`src/rtl/shift_chain_pkg.sv`:
```
// Shared types and width helpers for the shift-chain sequencer.
package shift_chain_pkg;

    typedef enum logic [1:0] {
        IDLE  = 2'd0,
        SHIFT = 2'd1,
        DONE  = 2'd2
    } state_t;

    function automatic int tick_w(input int w, input int d);
        return $clog2(w + d + 1);
    endfunction

    function automatic int div_w(input int div);
        return (div > 1) ? $clog2(div) : 1;
    endfunction

endpackage

```
`src/rtl/shift_chain_ctrl_ce_tick_gen.sv`:
```
// Divided clock-enable generator: one tick every DIV cycles while run.
module ce_tick_gen
    import shift_chain_pkg::*;
#(
    parameter int DIV = 1
) (
    input  logic clk,
    input  logic rst_n,
    input  logic run,
    output logic tick
);

    localparam int CW = div_w(DIV);
    localparam logic [CW-1:0] LAST = CW'(DIV - 1);

    logic [CW-1:0] cnt;

    always_ff @(posedge clk or negedge rst_n) begin
        if (!rst_n) begin
            cnt <= '0;
        end else if (!run || cnt == LAST) begin
            cnt <= '0;
        end else begin
            cnt <= cnt + CW'(1);
        end
    end

    assign tick = run & (cnt == LAST);

endmodule

```
`src/rtl/shift_chain_ctrl.sv`:
```
// Serializes a word through an external DEPTH-stage CE flip-flop chain
// and recaptures the chain output as a parallel word.
module shift_chain_ctrl
    import shift_chain_pkg::*;
#(
    parameter int WIDTH = 8,
    parameter int DEPTH = 3,
    parameter int DIV   = 1
) (
    input  logic             clk,
    input  logic             rst_n,
    input  logic [WIDTH-1:0] in_data,
    input  logic             in_valid,
    output logic             in_ready,
    output logic [WIDTH-1:0] out_data,
    output logic             out_valid,
    input  logic             out_ready,
    output logic             chain_si,
    output logic             chain_clken,
    input  logic             chain_so,
    output logic             busy
);

    localparam int TW = tick_w(WIDTH, DEPTH);
    localparam logic [TW-1:0] FIRST_RX = TW'(DEPTH);
    localparam logic [TW-1:0] LAST_TICK = TW'(WIDTH + DEPTH - 1);

    generate
        if (WIDTH < 1 || DEPTH < 1 || DIV < 1) begin : g_bad_param
            $error("shift_chain_ctrl: WIDTH, DEPTH and DIV must be >= 1");
        end
    endgenerate

    state_t           state;
    logic [WIDTH-1:0] tx_reg;
    logic [WIDTH-1:0] rx_reg;
    logic [TW-1:0]    tick_cnt;
    logic             run;
    logic             tick;

    assign run = (state == SHIFT);

    ce_tick_gen #(
        .DIV (DIV)
    ) u_tick (
        .clk   (clk),
        .rst_n (rst_n),
        .run   (run),
        .tick  (tick)
    );

    assign chain_clken = tick;
    assign chain_si    = tx_reg[0];
    assign out_data    = rx_reg;

    always_ff @(posedge clk or negedge rst_n) begin
        if (!rst_n) begin
            state     <= IDLE;
            tx_reg    <= '0;
            rx_reg    <= '0;
            tick_cnt  <= '0;
            in_ready  <= 1'b1;
            out_valid <= 1'b0;
            busy      <= 1'b0;
        end else begin
            unique case (state)
                IDLE: begin
                    if (in_valid) begin
                        tx_reg   <= in_data;
                        rx_reg   <= '0;
                        tick_cnt <= '0;
                        state    <= SHIFT;
                        in_ready <= 1'b0;
                        busy     <= 1'b1;
                    end
                end
                SHIFT: begin
                    if (tick) begin
                        tx_reg   <= tx_reg >> 1;
                        tick_cnt <= tick_cnt + TW'(1);
                        // first DEPTH ticks only flush stale chain data
                        if (tick_cnt >= FIRST_RX) begin
                            rx_reg <= WIDTH'({chain_so, rx_reg} >> 1);
                        end
                        if (tick_cnt == LAST_TICK) begin
                            state     <= DONE;
                            out_valid <= 1'b1;
                        end
                    end
                end
                DONE: begin
                    if (out_ready) begin
                        state     <= IDLE;
                        out_valid <= 1'b0;
                        in_ready  <= 1'b1;
                        busy      <= 1'b0;
                    end
                end
                default: begin
                    state <= IDLE;
                end
            endcase
        end
    end

endmodule

```
`config.mk`:
```
export PLATFORM = sky130hd
export DESIGN_NAME = shift_chain_ctrl
export DESIGN_NICKNAME = d
export VERILOG_FILES = /design/src/rtl/shift_chain_pkg.sv /design/src/rtl/shift_chain_ctrl_ce_tick_gen.sv /design/src/rtl/shift_chain_ctrl.sv
export SDC_FILE = /design/constraint.sdc
export NUM_CORES = 1
export LEC_CHECK = 0
export ABC_CLOCK_PERIOD_IN_PS = 3090
export CAP_MARGIN = 20
export CORE_MARGIN = 8
export CORE_UTILIZATION = 30
export DETAILED_ROUTE_END_ITERATION = 10
export HOLD_SLACK_MARGIN = 0.1
export PLACE_DENSITY_LB_ADDON = 0.2
export SLEW_MARGIN = 10
export SYNTH_ARGS = -nofsm -noshare
export SYNTH_HDL_FRONTEND = slang
export SYNTH_SLANG_ARGS = --single-unit
```
`constraint.sdc`:
```
create_clock -name clk -period 3.09 [get_ports clk]
set_input_delay 0.4635 -clock clk [delete_from_list [all_inputs] [get_ports clk]]
set_output_delay 0.4635 -clock clk [all_outputs]
set_load 0.1 [all_outputs]
```
==> key figures, run 1 <==
Floorplanning
  • Die W: 82.5 µm
  • Number of top-level design ports: 26
  • Initial core utilization: 30.9%
  • Core Region: 4290 µm²
  • Die height: 82.5 µm
  • # rows: 24
  • Die area: 6800 µm²

GRT
  • First-pass GRT wire length: 4680 µm
  • Total track usage: 8.85%
  • Largest net degree at the start of global routing: 27
  • Initial antenna violation count: 0
  • Vias in the first global route: 968
  • GR Overflow Total: 0

Critical path
  • Critical Path Start Type: register
  • Worst Path Class, Setup: register to primary output
  • Worst endpoint data arrival time: 1920 ps
  • CP max FO: 21
  • CP Capture Type: primary output
  • Required time worst endpoint: 2630 ps

Synth
  • Post-synthesis async set-or-reset flop share: 100%
  • Ys flop type: dfrtp_1
  • Net Count, Synth: 136
  • Syn. warnings: 0
  • Largest family of logic cells by synthesized area: multiplexers
  • Post-synthesis sequential element count: 26
  • Post-synthesis mux area share: 19.4%
  • Synth cell types: 29
  • Xor and xnor area share after synthesis: 0%
  • Post-Synth Adder-Cell Area: 1.89%
  • Mapped Area: 1330 µm²
  • Syn_area_per_cell: 11.0 µm²
  • Simple-gate share of the synthesized area: 12.7%
  • EDFF count, synth: 0
  • Sequential area share after synthesis: 49.2%
  • Compound-gate portion of the synthesized area: 10.7%
  • Synth Instances: 121

Finish
  • Filler Cells Inserted: approximately 420
  • Final instance area: 1660 µm²
  • Layout area overhead: 25.1%
  • Antenna diodes: 0
  • Ratio of cells with drive above 1 in the final layout: 21.2%
  • Final Net Count: 162
  • Commonest non-fill, non-tap cell in the layout: dfrtp_1
  • Most frequent cells in the layout: dfrtp_1 (25), nand2_1 (14), buf_4 (14)

Routing
  • DRT Wirelength: 2720 µm
  • Vias: about 900
  • Remaining antenna violation count: 0
  • Wire per inst: 13.7 µm
  • Initial DRC Count: 73
  • TritonRoute pass-1 iters: 4
  • # DRC: 0
  • Detail-routed via count per cell: 4.64

Timing
  • Fin crit period: 2380 ps
  • Setup violations, final: 0
  • RSZ-0062 raised after global routing: no
  • Skew final: 3.39 ps
  • Final setup TNS: 0 ps
  • Final Cycle Share: between 70% and 80%
  • Max frequency: approximately 0.42 GHz
  • Worst Tran Pin Value: 670 ps
  • Slew margin rel.: between 50 and 60%
  • Max Slew Vio Count: 0
  • Fin. Hold Viols: 0
  • Worst setup margin: a little over 700 ps

Status
  • Run status: completed

CTS
  • Clock Root Buffer: clkbuf_8
  • Clk slew on worst S/H paths: 90 ps
  • Max clock buf depth: 2
  • Setup Buffers After CTS: 0
  • Worst-skew pair later-pin latency: between 200 and 300 ps
  • CTS Sinks: 26
  • H-tree level count: 1
  • Hold buffer count at cts: 0
  • TritonCTS clock tree: yes
  • CTS resizes: 0
  • CTS buffer count: 3

Run
  • Number of max-cap violations: 0

Pwr
  • Total power: 1.89 mW
  • Pwr dens: 1140 nW/µm²
  • Leakage power: 0.784 nW
  • Max VDD drop: approximately 0.65 mV

Placement
  • Routability cong.: between 0.7 and 0.8
  • Placed wire-length estimate: 1930 µm
  • Area after DPL: 1590 µm²
  • Pre-CTS setup slack: between 900 and 1000 ps
  • Port bufs: 25

Hold path
  • Worst hold path type: register to register
-- where the power goes --
| part | internal (mW) | leakage [nW] | switching (mW) | total [mW] |
|---|---|---|---|---|
| logic | 0.327 | 0.426 | 0.684 | 1.01 |
| registers | 0.468 | 0.323 | 0.132 | 0.600 |
| clock network | 0.173 | 0.0357 | 0.111 | 0.284 |
-- logic make-up after synthesis --
kind of cell,after synthesis
muxes,24
and+or+nand+nor,29
other,1
DFF,26
AOI/OAI and AO/OA,21
adders and majority gates,2
buffers and inverters,18
-- cells in the mapped netlist (all sizes together) (2+ instances only) --
cell / instances / share of area, %
inv: 13 / 3.7
mux2: 14 / 12
dfrtp: 25 / 47
o21ai: 6 / 2.3
clkbuf: 2 / 0.57
nand2b: 3 / 2.5
ha: 2 / 1.9
mux2i: 10 / 7.5
nor3: 2 / 0.75
nor2: 5 / 1.4
buf: 3 / 1.6
nand2: 14 / 4.0
a21oi: 10 / 4.6
-- metrics by stage --
step           std cells  util [%]  hold WS (ps)
3_3_place_gp         194      37.0           484
6_report             198      38.6           509
3_5_place_dp         194      37.0           492
4_1_cts              198      38.6           515
5_1_grt              198      38.6           530
2_1_floorplan        121         -           168
-- worst max-delay path, stage by stage (launching register included) --
cell and delay [ps]:
dfrtp_1 780, nand2b_1 380, nor2_1 180, buf_4 310
-- cell type report --
class / instances / area [µm²] / share of cell area (%)
clock buffers: 3 / 41.3 / 2.49
clock inverters: 1 / 30.0 / 1.81
inverters: 13 / 48.8 / 2.94
multi-input cells: 77 / 597 / 36.0
flip-flops and latches: 26 / 652 / 39.3
well taps: 52 / 65.1 / 3.92
repair buffers: 26 / 225 / 13.6
-- final timing paths --
kind	start	end	slack [ps]	cells past startpoint
max	state[0]	chain_clken	710	3
min	tx_reg[4]	tx_reg[4]	510	1
max reg2reg	state[0]	tx_reg[3]	1170	3
min reg2reg	tx_reg[4]	tx_reg[4]	510	1
max in group asynchronous	rst_n	in_ready	2220	2
min in group asynchronous	rst_n	tx_reg[3]	560	2
-- routing by layer --
layer / routed length [µm] / vias to the layer above / GRT usage [%]
li1: - / 452 / -
met1: 1320 / 447 / 11.9
met2: 1160 / 18 / 12.8
met3: 212 / 2 / 2.81
met4: 19 / 0 / 3.62
met5: 0 / - / 0
(Power assumes the default switching activity.)
==> run 2, diff against run 1 <==
--- a/config.mk
+++ b/config.mk
@@ -5,7 +5,7 @@
 export SDC_FILE = /design/constraint.sdc
 export NUM_CORES = 1
 export LEC_CHECK = 0
-export ABC_CLOCK_PERIOD_IN_PS = 3090
+export ABC_CLOCK_PERIOD_IN_PS = 2350
 export CAP_MARGIN = 20
 export CORE_MARGIN = 8
 export CORE_UTILIZATION = 30
==> constraint.sdc (replaced) <==
create_clock -name clk -period 2.35 [get_ports clk]
set_input_delay 0.3525 -clock clk [delete_from_list [all_inputs] [get_ports clk]]
set_output_delay 0.3525 -clock clk [all_outputs]
set_load 0.1 [all_outputs]
==> key figures, run 2 (same netlist as run 1, synthesis figures left out) <==
Timing
  • Skew final: 3.44 ps (+0.0495 ps)
  • Final Cycle Share: between 80% and 90%
  • Max Slew Vio Count: 0 (unchanged)
  • Setup violations, final: 0 (unchanged)
  • Final setup TNS: 0 ps (unchanged)
  • RSZ-0062 raised after global routing: no
  • Fin crit period: 1980 ps
  • Slew margin rel.: 62.1% (+6.8 points)
  • Max frequency: 0.504 GHz
  • Fin. Hold Viols: 0 (unchanged)
  • Worst Tran Pin Value: 566 ps (-104 ps)

Routing
  • # DRC: 0 (unchanged)
  • Detail-routed via count per cell: 4.58 (-1.3%)
  • Wire per inst: 13.6 µm (-1.1%)
  • Initial DRC Count: 18 (-75%)
  • DRT Wirelength: 2710 µm (-0.15%)
  • TritonRoute pass-1 iters: 3 (-1)
  • Vias: 916 (-0.33%)
  • Remaining antenna violation count: 0 (unchanged)

GRT
  • Vias in the first global route: 1016 (+5.0%)
  • First-pass GRT wire length: 4620 µm (-1.2%)
  • Initial antenna violation count: 0 (unchanged)
  • Largest net degree at the start of global routing: 27 (unchanged)
  • Met3 Use GR: 2.38% (-0.43 points)
  • GR Overflow Total: 0 (unchanged)
  • Met2 usage: 14.4% (+1.6 points)
  • Global Route met1 Usage: 10.4% (-1.5 points)
  • Most crowded layer after global routing: met2
  • Total track usage: 8.70% (-0.15 points)

Floorplanning
  • # rows: 24 (unchanged)
  • Die W: 82.5 µm (unchanged)
  • Initial core utilization: 30.9% (unchanged)
  • Die area: 6800 µm² (unchanged)
  • Die height: 82.5 µm (unchanged)
  • Number of top-level design ports: 26 (unchanged)
  • Core Region: 4290 µm² (unchanged)

Pwr
  • Combinational power share: 56.4% (+3.0 points)
  • Sw frac: 50.0% (+1.1 points)
  • Pint: 1.21 mW (+25%)
  • Pwr dens: 1450 nW/µm² (+27%)
  • Share of total power in sequential cells: 31.6% (about the same)
  • NetSw: 1.21 mW (+31%)
  • Max VDD drop: 0.802 mV (+23%)
  • Clock power share: 12.0% (-3.0 points)
  • Leakage power: 0.792 nW (+0.94%)

Status
  • Run status: completed

Critical path
  • Worst path bufs/invs: 1 (unchanged)
  • CP max stage cell: dfrtp_1
  • Slowest stage delay, CP: 600 ps (-180 ps)
  • R2R cell count: 3 (unchanged)
  • Worst-path cell chain: nand2b_1, nor2_2, buf_12
  • CP Capture Type: primary output
  • Required time worst endpoint: 2000 ps (-630 ps)
  • FF-to-FF End: tx_reg[2]
  • Worst setup path startpoint: state[0]
  • Worst Path Class, Setup: register to primary output
  • R2r setup slk: 640 ps (-530 ps)
  • CP max FO: 11 (-48%)
  • Number of cells on the critical path: 3 (unchanged)
  • Worst path top cell family by delay: flip-flops
  • Critical Path Start Type: register
  • R2R Path Start: state[0]
  • Worst endpoint data arrival time: 1630 ps (-290 ps)

CTS
  • Clk slew on worst S/H paths: 90 ps (about the same)
  • Worst-skew pair later-pin latency: 270 ps (about the same)
  • CTS Sinks: 26 (unchanged)
  • TritonCTS clock tree: yes
  • Hold buffer count at cts: 0 (unchanged)
  • Clock Root Buffer: clkbuf_8
  • CTS buffer count: 3 (unchanged)
  • Setup Buffers After CTS: 0 (unchanged)
  • Max clock buf depth: 2 (unchanged)
  • H-tree level count: 1 (unchanged)
  • CTS resizes: 0 (unchanged)

Hold path
  • Worst hold path type: input port to asynchronous set/reset pin

Finish
  • Final Net Count: 164 (+1.2%)
  • Final Core Density: 39.0% (+0.32 points)
  • Layout area overhead: 26.1%
  • Final instance area: 1670 µm² (+0.83%)
  • Filler Cells Inserted: 431 (+2.1%)
  • Commonest non-fill, non-tap cell in the layout: dfrtp_1
  • Ratio of cells with drive above 1 in the final layout: 23.0% (+1.7 points)
  • Most frequent cells in the layout: dfrtp_1 (25), buf_4 (15), nand2_1 (14)
  • Antenna diodes: 0 (unchanged)

Placement
  • Area after DPL: 1620 µm² (+1.9%)
  • Port bufs: 25 (unchanged)
  • Routability cong.: 0.781 (+4.7%)
  • Placed wire-length estimate: 1980 µm (+2.6%)

Run
  • Number of max-cap violations: 0 (unchanged)
==> run 2: how the worst max path moves through the flow <==
stage | slack, ps | to
after global placement | 430 | out_data[7]
after CTS | 330 | chain_clken
after detailed placement | 360 | out_data[1]
after global routing | 220 | chain_clken
final | 370 | chain_clken
after floorplan | 450 | chain_clken
==> run 2: power groups by stage <==
stage	Clock [mW]	Combinational, mW	Sequential (mW)
floorplan	0	0.569	1.30
global placement	0	1.36	0.771
detailed placement	0	1.39	0.778
CTS	0.304	1.39	0.770
global route	0.317	1.46	0.803
finish	0.290	1.37	0.766
==> run 2: through the flow <==
stage	setup WS [ps]	hold slack [ps]	instances	total power, mW
after floorplan	450	56.9	121	1.87
after global placement	428	485	196	2.14
after detailed placement	360	493	196	2.17
after CTS	332	475	200	2.46
after global routing	217	486	200	2.58
final	365	458	200	2.42
==> run 2: layout make-up <==
type	instances	area (µm²)	area share, %
Clock buffer	4	55.1	3.29
Inverter	13	48.8	2.92
Multi-Input combinational cell	77	599	35.8
Sequential cell	26	652	39.0
Tap cell	52	65.1	3.89
Timing Repair Buffer	28	253	15.1
==> run 2: per-layer routing <==
metal  share of wire (%)  vias to the layer above  wire length (µm)
met5                   0                        -                 0
met4                 1.1                        0                29
met3                 6.6                        2               179
met2                  48                       19              1300
met1                  44                      436              1200
li1                    -                      459                 -
==> run 2: worst reg2reg max path, cell delays in order, from the launching register on <==
cell      delay (ps)
dfrtp_1          600
nand2b_1         330
mux2_1           400
mux2_2           270
